==> config.mk <==
export PLATFORM = sky130hd
export DESIGN_NAME = load_store_unit
export DESIGN_NICKNAME = d
export VERILOG_FILES = /design/src/rtl/load_store_unit.sv
export SDC_FILE = /design/constraint.sdc
export NUM_CORES = 1
export LEC_CHECK = 0
export CAP_MARGIN = 25
export CORE_MARGIN = 5
export CORE_UTILIZATION = 35
export CTS_BUF_LIST = sky130_fd_sc_hd__clkbuf_4
export CTS_CLUSTER_DIAMETER = 150
export DETAILED_ROUTE_END_ITERATION = 8
export GPL_TIMING_DRIVEN = 0
export HOLD_SLACK_MARGIN = 0.06
export PLACE_DENSITY = 0.61
export SLEW_MARGIN = 0
export SYNTH_ARGS = -nofsm -noshare
export SYNTH_HDL_FRONTEND = slang
export SYNTH_SLANG_ARGS = --single-unit
==> constraint.sdc <==
create_clock -name clk -period 16.35 [get_ports clk]
set_input_delay 4.905 -clock clk [delete_from_list [all_inputs] [get_ports clk]]
set_output_delay 4.905 -clock clk [all_outputs]
set_load 0.02 [all_outputs]
==> src/rtl/load_store_unit.sv <==
// Load/store unit between the execute stage and a word-wide data memory.
// Handles byte/half/word lanes, sign/zero extension, alignment checks and RMW for SB/SH.
module load_store_unit #(
    parameter int ADDRESS_WIDTH = 5,
    parameter int DATA_WIDTH    = 32
) (
    input  logic                     clk,
    input  logic                     rst,
    input  logic                     req_valid,
    output logic                     req_ready,
    input  logic                     req_we,
    input  logic [2:0]               req_funct3,
    input  logic [31:0]              req_addr,
    input  logic [DATA_WIDTH-1:0]    req_wdata,
    output logic                     resp_valid,
    output logic                     resp_err,
    output logic [DATA_WIDTH-1:0]    resp_rdata,
    output logic [ADDRESS_WIDTH-1:0] mem_a,
    output logic [DATA_WIDTH-1:0]    mem_wd,
    output logic                     mem_we,
    input  logic [DATA_WIDTH-1:0]    mem_rd
);

    typedef enum logic [1:0] {
        IDLE,
        ACCESS,
        MERGE,
        RESP
    } state_t;

    localparam logic [2:0] F3_B  = 3'b000;
    localparam logic [2:0] F3_H  = 3'b001;
    localparam logic [2:0] F3_W  = 3'b010;
    localparam logic [2:0] F3_BU = 3'b100;
    localparam logic [2:0] F3_HU = 3'b101;

    state_t                   state, state_next;
    logic                     we_q;
    logic [2:0]               funct3_q;
    logic [ADDRESS_WIDTH+1:0] addr_q;
    logic [DATA_WIDTH-1:0]    wdata_q;
    logic                     err_q;
    logic [DATA_WIDTH-1:0]    rdata_q;
    logic [DATA_WIDTH-1:0]    word_q;

    logic                     accept;
    logic                     req_bad;
    logic [4:0]               lane_shift;
    logic [DATA_WIDTH-1:0]    rd_shifted;
    logic [DATA_WIDTH-1:0]    load_ext;
    logic [DATA_WIDTH-1:0]    lane_mask;
    logic [DATA_WIDTH-1:0]    merged;
    logic                     unused_addr_bits;

    // Upper address bits alias onto the small memory and are intentionally dropped.
    assign unused_addr_bits = ^req_addr[31:ADDRESS_WIDTH+2];

    assign accept = req_valid & req_ready;

    // Illegal funct3 and misalignment both collapse into a single error response.
    always_comb begin
        // NOTE: every always_comb output gets a default first so no path infers a latch.
        req_bad = 1'b1;
        case (req_funct3)
            F3_B:    req_bad = 1'b0;
            F3_H:    req_bad = req_addr[0];
            F3_W:    req_bad = (req_addr[1:0] != 2'b00);
            F3_BU:   req_bad = req_we;
            F3_HU:   req_bad = req_we | req_addr[0];
            default: req_bad = 1'b1;
        endcase
    end

    assign lane_shift = {addr_q[1:0], 3'b000};
    assign rd_shifted = mem_rd >> lane_shift;

    always_comb begin
        load_ext = mem_rd;
        case (funct3_q)
            F3_B:    load_ext = {{24{rd_shifted[7]}}, rd_shifted[7:0]};
            F3_H:    load_ext = {{16{rd_shifted[15]}}, rd_shifted[15:0]};
            F3_BU:   load_ext = {24'h0, rd_shifted[7:0]};
            F3_HU:   load_ext = {16'h0, rd_shifted[15:0]};
            default: load_ext = mem_rd;
        endcase
    end

    assign lane_mask = ((funct3_q == F3_H) ? 32'h0000_FFFF : 32'h0000_00FF) << lane_shift;
    assign merged    = (word_q & ~lane_mask) | ((wdata_q << lane_shift) & lane_mask);

    always_ff @(posedge clk or posedge rst) begin
        if (rst) begin
            state    <= IDLE;
            we_q     <= 1'b0;
            funct3_q <= 3'b000;
            addr_q   <= '0;
            wdata_q  <= '0;
            err_q    <= 1'b0;
            rdata_q  <= '0;
            word_q   <= '0;
        end else begin
            // NOTE: sequential state uses non-blocking assignments so all registers update together.
            state <= state_next;
            if (accept) begin
                we_q     <= req_we;
                funct3_q <= req_funct3;
                addr_q   <= req_addr[ADDRESS_WIDTH+1:0];
                wdata_q  <= req_wdata;
                err_q    <= req_bad;
            end
            if (state == ACCESS && !we_q) rdata_q <= load_ext;
            if (state == ACCESS && we_q)  word_q  <= mem_rd;
        end
    end

    always_comb begin
        state_next = state;
        case (state)
            IDLE:    if (accept) state_next = req_bad ? RESP : ACCESS;
            ACCESS:  state_next = (we_q && funct3_q != F3_W) ? MERGE : RESP;
            MERGE:   state_next = RESP;
            RESP:    state_next = IDLE;
            default: state_next = IDLE;
        endcase
    end

    // Outputs are gated by rst so a write in flight drops the instant reset rises.
    always_comb begin
        req_ready  = (state == IDLE) && !rst;
        resp_valid = (state == RESP) && !rst;
        resp_err   = resp_valid && err_q;
        resp_rdata = (resp_valid && !err_q && !we_q) ? rdata_q : '0;
        mem_a      = (state == IDLE) ? '0 : addr_q[ADDRESS_WIDTH+1:2];
        mem_we     = !rst && ((state == ACCESS && we_q && funct3_q == F3_W) || state == MERGE);
        mem_wd     = '0;
        if (mem_we) mem_wd = (state == MERGE) ? merged : wdata_q;
    end

endmodule

-- Yosys cells after proc, flatten, opt, wreduce, memory -nomap -nowiden
Index checks and enable logic that the tools add are counted.
- register bits after elaboration: 110
- bits in latches: 0
- RAM bits: 0
- memory bits (read-only): 0
- input port bits: 103
- output and inout port bits: 73
- word-level logic and storage cells: 59
- memories kept: 0
- $add $sub $neg: 0
- $mul: 0
- divide/modulo/power cells: 0
- $lt $le $gt $ge: 0
- equal/unequal tests: 13
- shift-type cells: 3
- muxes and demuxes: 11
- bitwise gates (word level): 6
- reduce and logical (&&, ||, !) cells: 18
- operators with widths (operator ; number):
    32-bit case mux with 4 select lines ; 1
    32-bit 2-to-1 mux ; 3
    32-bit bitwise AND ; 2
    32-bit inverter ; 1
    32-bit OR ; 1
    16-bit by 5-bit << shifter with 32-bit output ; 1
    32-bit by 5-bit << shifter with 32-bit output ; 1
    32-bit by 5-bit >> shifter with 16-bit output ; 1
    16-bit 2-to-1 mux ; 1
    3-bit == test (second input constant) ; 4
    1-bit logical AND ; 10
    2-bit case mux with 4 select lines ; 1
    3-bit by 1-bit == test with 1-bit output (second input constant) ; 2
    3-bit by 2-bit == test with 1-bit output (second input constant) ; 2
    3-bit logical NOT ; 2
    5-bit 2-to-1 mux ; 1
    1-bit case mux with 5 select lines ; 1
    2-bit == test (second input constant) ; 2
    2-bit 2-to-1 mux ; 2
    1-bit logical NOT ; 3
    3-bit by 2-bit inequality test with 1-bit output (second input constant) ; 1
    2-bit by 1-bit == test with 1-bit output (second input constant) ; 1
    2-bit logical NOT ; 1
    2-bit inequality test (second input constant) ; 1
    other kinds (5) ; 5

-- Logic depth before layout (Yosys ltp)
- depth in word-level cells: 8
- depth in mapped cells: 8
- depth with buffers taken out: 6

-- Worst setup path after synthesis
Ideal clock, no wire load.
- path kind: input port to output port
- start: in rst
- end: out mem_wd[10]
- data arrival time: 8.343 ns
- data required time: 11.445 ns
- slack: 3.102 ns
- stages on the path: 4
- buffers on the path: 0
- path through: inv_1 nand2_1 nor2_1 a221o_1
- word-level cells in the longest chain between the ends: 3
- RTL lines (element ; line ; RTL):
    start, declared ; 8 ; input logic rst,
    1-bit logical NOT ; 134 ; mem_we = !rst && ((state == ACCESS && we_q && funct3_q == F3_W) || state == MERGE);
    1-bit logical AND ; 134 ;
    32-bit 2-to-1 mux ; 136 ; if (mem_we) mem_wd = (state == MERGE) ? merged : wdata_q;
    end, declared ; 19 ; output logic [DATA_WIDTH-1:0] mem_wd,
Every way passes these cells.

-- Worst setup path in the final report
- start: in rst
- end: out mem_wd[11]
Same word-level chain as after synthesis.

==> impl_metrics.json <==
{
  "outcome": "completed",
  "fin_crit_sh_pct": 78.6,
  "power.density_nw_per_um2": 169,
  "syn_nets": 663,
  "crit_path_start_kind": "input pin",
  "ys.flop_type": "dfrtp_1",
  "synthToLayoutAreaGrowth_pct": 31.9,
  "end_kind": "output pin",
  "setup_tns_ns": 0,
  "rsz0062_at_grt": "false",
  "synth-edff-count": 0,
  "synth_top_area_share_pct": 46.1,
  "grt_max_degree": 60,
  "slew_viol_final": 0,
  "ir_drop_uv": 79.3,
  "drive_above_1_share_pct": 9.14,
  "synth_area_leaders": "dfrtp_1 (46%), mux2_1 (12%), mux2i_1 (4.2%), and2_1 (3.6%), o21ai_1 (2.8%)",
  "vias_per_cell": 5.28,
  "drt-total-wl_mm": 18.8,
  "first_global_vias": 5302,
  "max_freq_ghz": 0.0778,
  "antenna_cells": 0,
  "slew_headroom_pct": 48.3,
  "critPathMaxFanout": 59,
  "start_util_pct": 35.9,
  "synthCells": 555,
  "synth_cell_type_count": 48,
  "clockRootBuffer": "clkbuf_4",
  "ys_ff_latch": 110,
  "cts_hold_buffers": 0,
  "grt_overflow": 0,
  "numCtsBuffers": 9,
  "place_hpwl_mm": 15.0,
  "drt_iter0_drc": 325,
  "clock_latency_ns": 0.49,
  "crit_type": "in2out",
  "cts_tree": "built",
  "ys_top_cells_by_count": "dfrtp_1 (110), mux2_1 (66), nor2_1 (38)",
  "path_clk_slew_ns": 0.15,
  "ant_nets": 0,
  "cap_violations": 0,
  "leakage_nw": 3.28,
  "synth_async_sr_flop_share_pct": 100,
  "hold_class": "reg2reg",
  "syn_area_um2": 5980,
  "yosysWarnings": 0,
  "worstMarginPinSlew_ns": 0.775,
  "cts_resized": 0,
  "grt_pass1_wl_mm": 29.7,
  "ff2ff_setup_slack_ns": 14.29,
  "worstPathRequired_ns": 11.44,
  "finalCriticalPeriod_ns": 12.85,
  "yosys.area.top_type": "dfrtp_1",
  "die_w_um": 141,
  "final_nets": 826,
  "fin_skew_ns": 0.0127,
  "synth_most_common_cell": "dfrtp_1",
  "antenna_found_initial": 0,
  "port_buffers": 150,
  "track_usage_pct": 19.1,
  "core_um2": 16600,
  "drt-pass1-iter-count": 5,
  "syn_area_per_cell_um2": 10.8,
  "gp_congestion": 0.897,
  "vias": 4971,
  "synth-seq-area-share_pct": 46.1,
  "clk_path_buf_depth": 2,
  "dp.cells": 927,
  "cp.arrival_ns": 7.95,
  "postCtsSetupRepairBufs": 0,
  "ioPinCount": 176,
  "rows": 47,
  "avgRoutedWirePerCell_um": 19.9,
  "cts.sinks": 110,
  "die_h_um": 141,
  "stdcell_count": 942,
  "htree_levels": 3,
  "drc": 0,
  "die_area_um2": 19800,
  "setup_viol_count_final": 0,
  "hold_viol_final": 0
}
==> worst max-delay path, stage by stage <==
cell	delay, ns
clkdlybuf4s50_1	0.60
inv_4	0.67
buf_16	0.33
nand2_1	0.25
nor2_1	0.30
a221o_1	0.24
clkdlybuf4s50_1	0.62
==> path summary, 6_finish.rpt <==
path / to / cells after the start / start
hold reg to reg: rdata_q[6]$_DFFE_PP0P_ / 2 / rdata_q[6]$_DFFE_PP0P_
min in group asynchronous: wdata_q[24]$_DFFE_PP0P_ / 2 / rst
setup / recovery: mem_wd[11] / 7 / rst
hold / removal: rdata_q[6]$_DFFE_PP0P_ / 2 / rdata_q[6]$_DFFE_PP0P_
setup reg to reg: word_q[4]$_DFFE_PP0P_ / 5 / state[1]$_DFFE_PP0P_
max in group asynchronous: wdata_q[2]$_DFFE_PP0P_ / 3 / rst
==> per-layer routing <==
| metal | wire [um] | up-vias | share of wire (%) | GRT usage (%) |
|---|---|---|---|---|
| li1 | - | 2330 | - | - |
| met1 | 8270 | 2460 | 44 | 25.9 |
| met2 | 9180 | 164 | 49 | 31.7 |
| met3 | 1160 | 17 | 6.2 | 4.84 |
| met4 | 158 | 0 | 0.84 | 3.01 |
| met5 | 0 | - | 0 | 0 |
==> flip-flops by register name (all words and copies together), names as in the netlist <==
name	cells
rdata_q	32
wdata_q	32
word_q	32
addr_q	7
funct3_q	3
state	2
err_q	1
we_q	1
==> placed cells by master, fill, tap and decap left out, drive strengths merged, types with 2 or more instances in the layout <==
master	instances
o2bb2ai	7
buf	24
inv	14
nor4	2
nor2b	12
ha	5
a211oi	8
and2	34
nor3b	9
clkdlybuf4s50	150
a221oi	8
clkinv	5
mux2i	25
o221ai	8
nor3	2
nand2b	10
dfrtp	110
and3	17
clkbuf	29
o22ai	8
a21oi	26
nand2	23
a221o	16
o21ai	44
nor2	38
o211ai	2
mux2	74
==> cell families after synthesis <==
group | share of synthesized area, %
AOI/OAI and AO/OA | 16.5
adders and majority gates | 1.05
buffers and inverters | 4.12
DFF | 46.1
muxes | 18.5
and+or+nand+nor | 13.8
==> where the power goes <==
group | switching (mW) | leakage (nW) | internal [mW]
clock | 0.0898 | 0.0564 | 0.0288
sequential | 0.0973 | 1.31 | 0.410
combinational | 0.393 | 1.92 | 0.316
total | 0.580 | 3.28 | 0.755
==> stage by stage <==
stage / setup WS (ns) / hold WS [ns] / util, % / power (mW) / area, um^2
floorplan: 3.10 / 0.447 / - / 0.969 / 5980
global placement: 0.577 / 0.467 / 46.6 / 1.20 / 7750
detailed placement: 3.46 / 0.469 / 46.8 / 1.22 / 7790
CTS: 3.45 / 0.502 / 47.4 / 1.34 / 7890
global route: 3.25 / 0.513 / 47.4 / 1.44 / 7890
finish: 3.50 / 0.496 / 47.4 / 1.34 / 7890
==> area by class of cell <==
class	instances	area, um^2
Clock buffer	9	67.6
Clock inverter	6	30.0
Fill cell	1573	8760
Tap cell	220	275
Multi-Input combinational cell	389	2980
Inverter	14	55.1
Buffer	42	194
Timing Repair Buffer	152	1530
Sequential cell	110	2750
(Power assumes the default switching activity.)
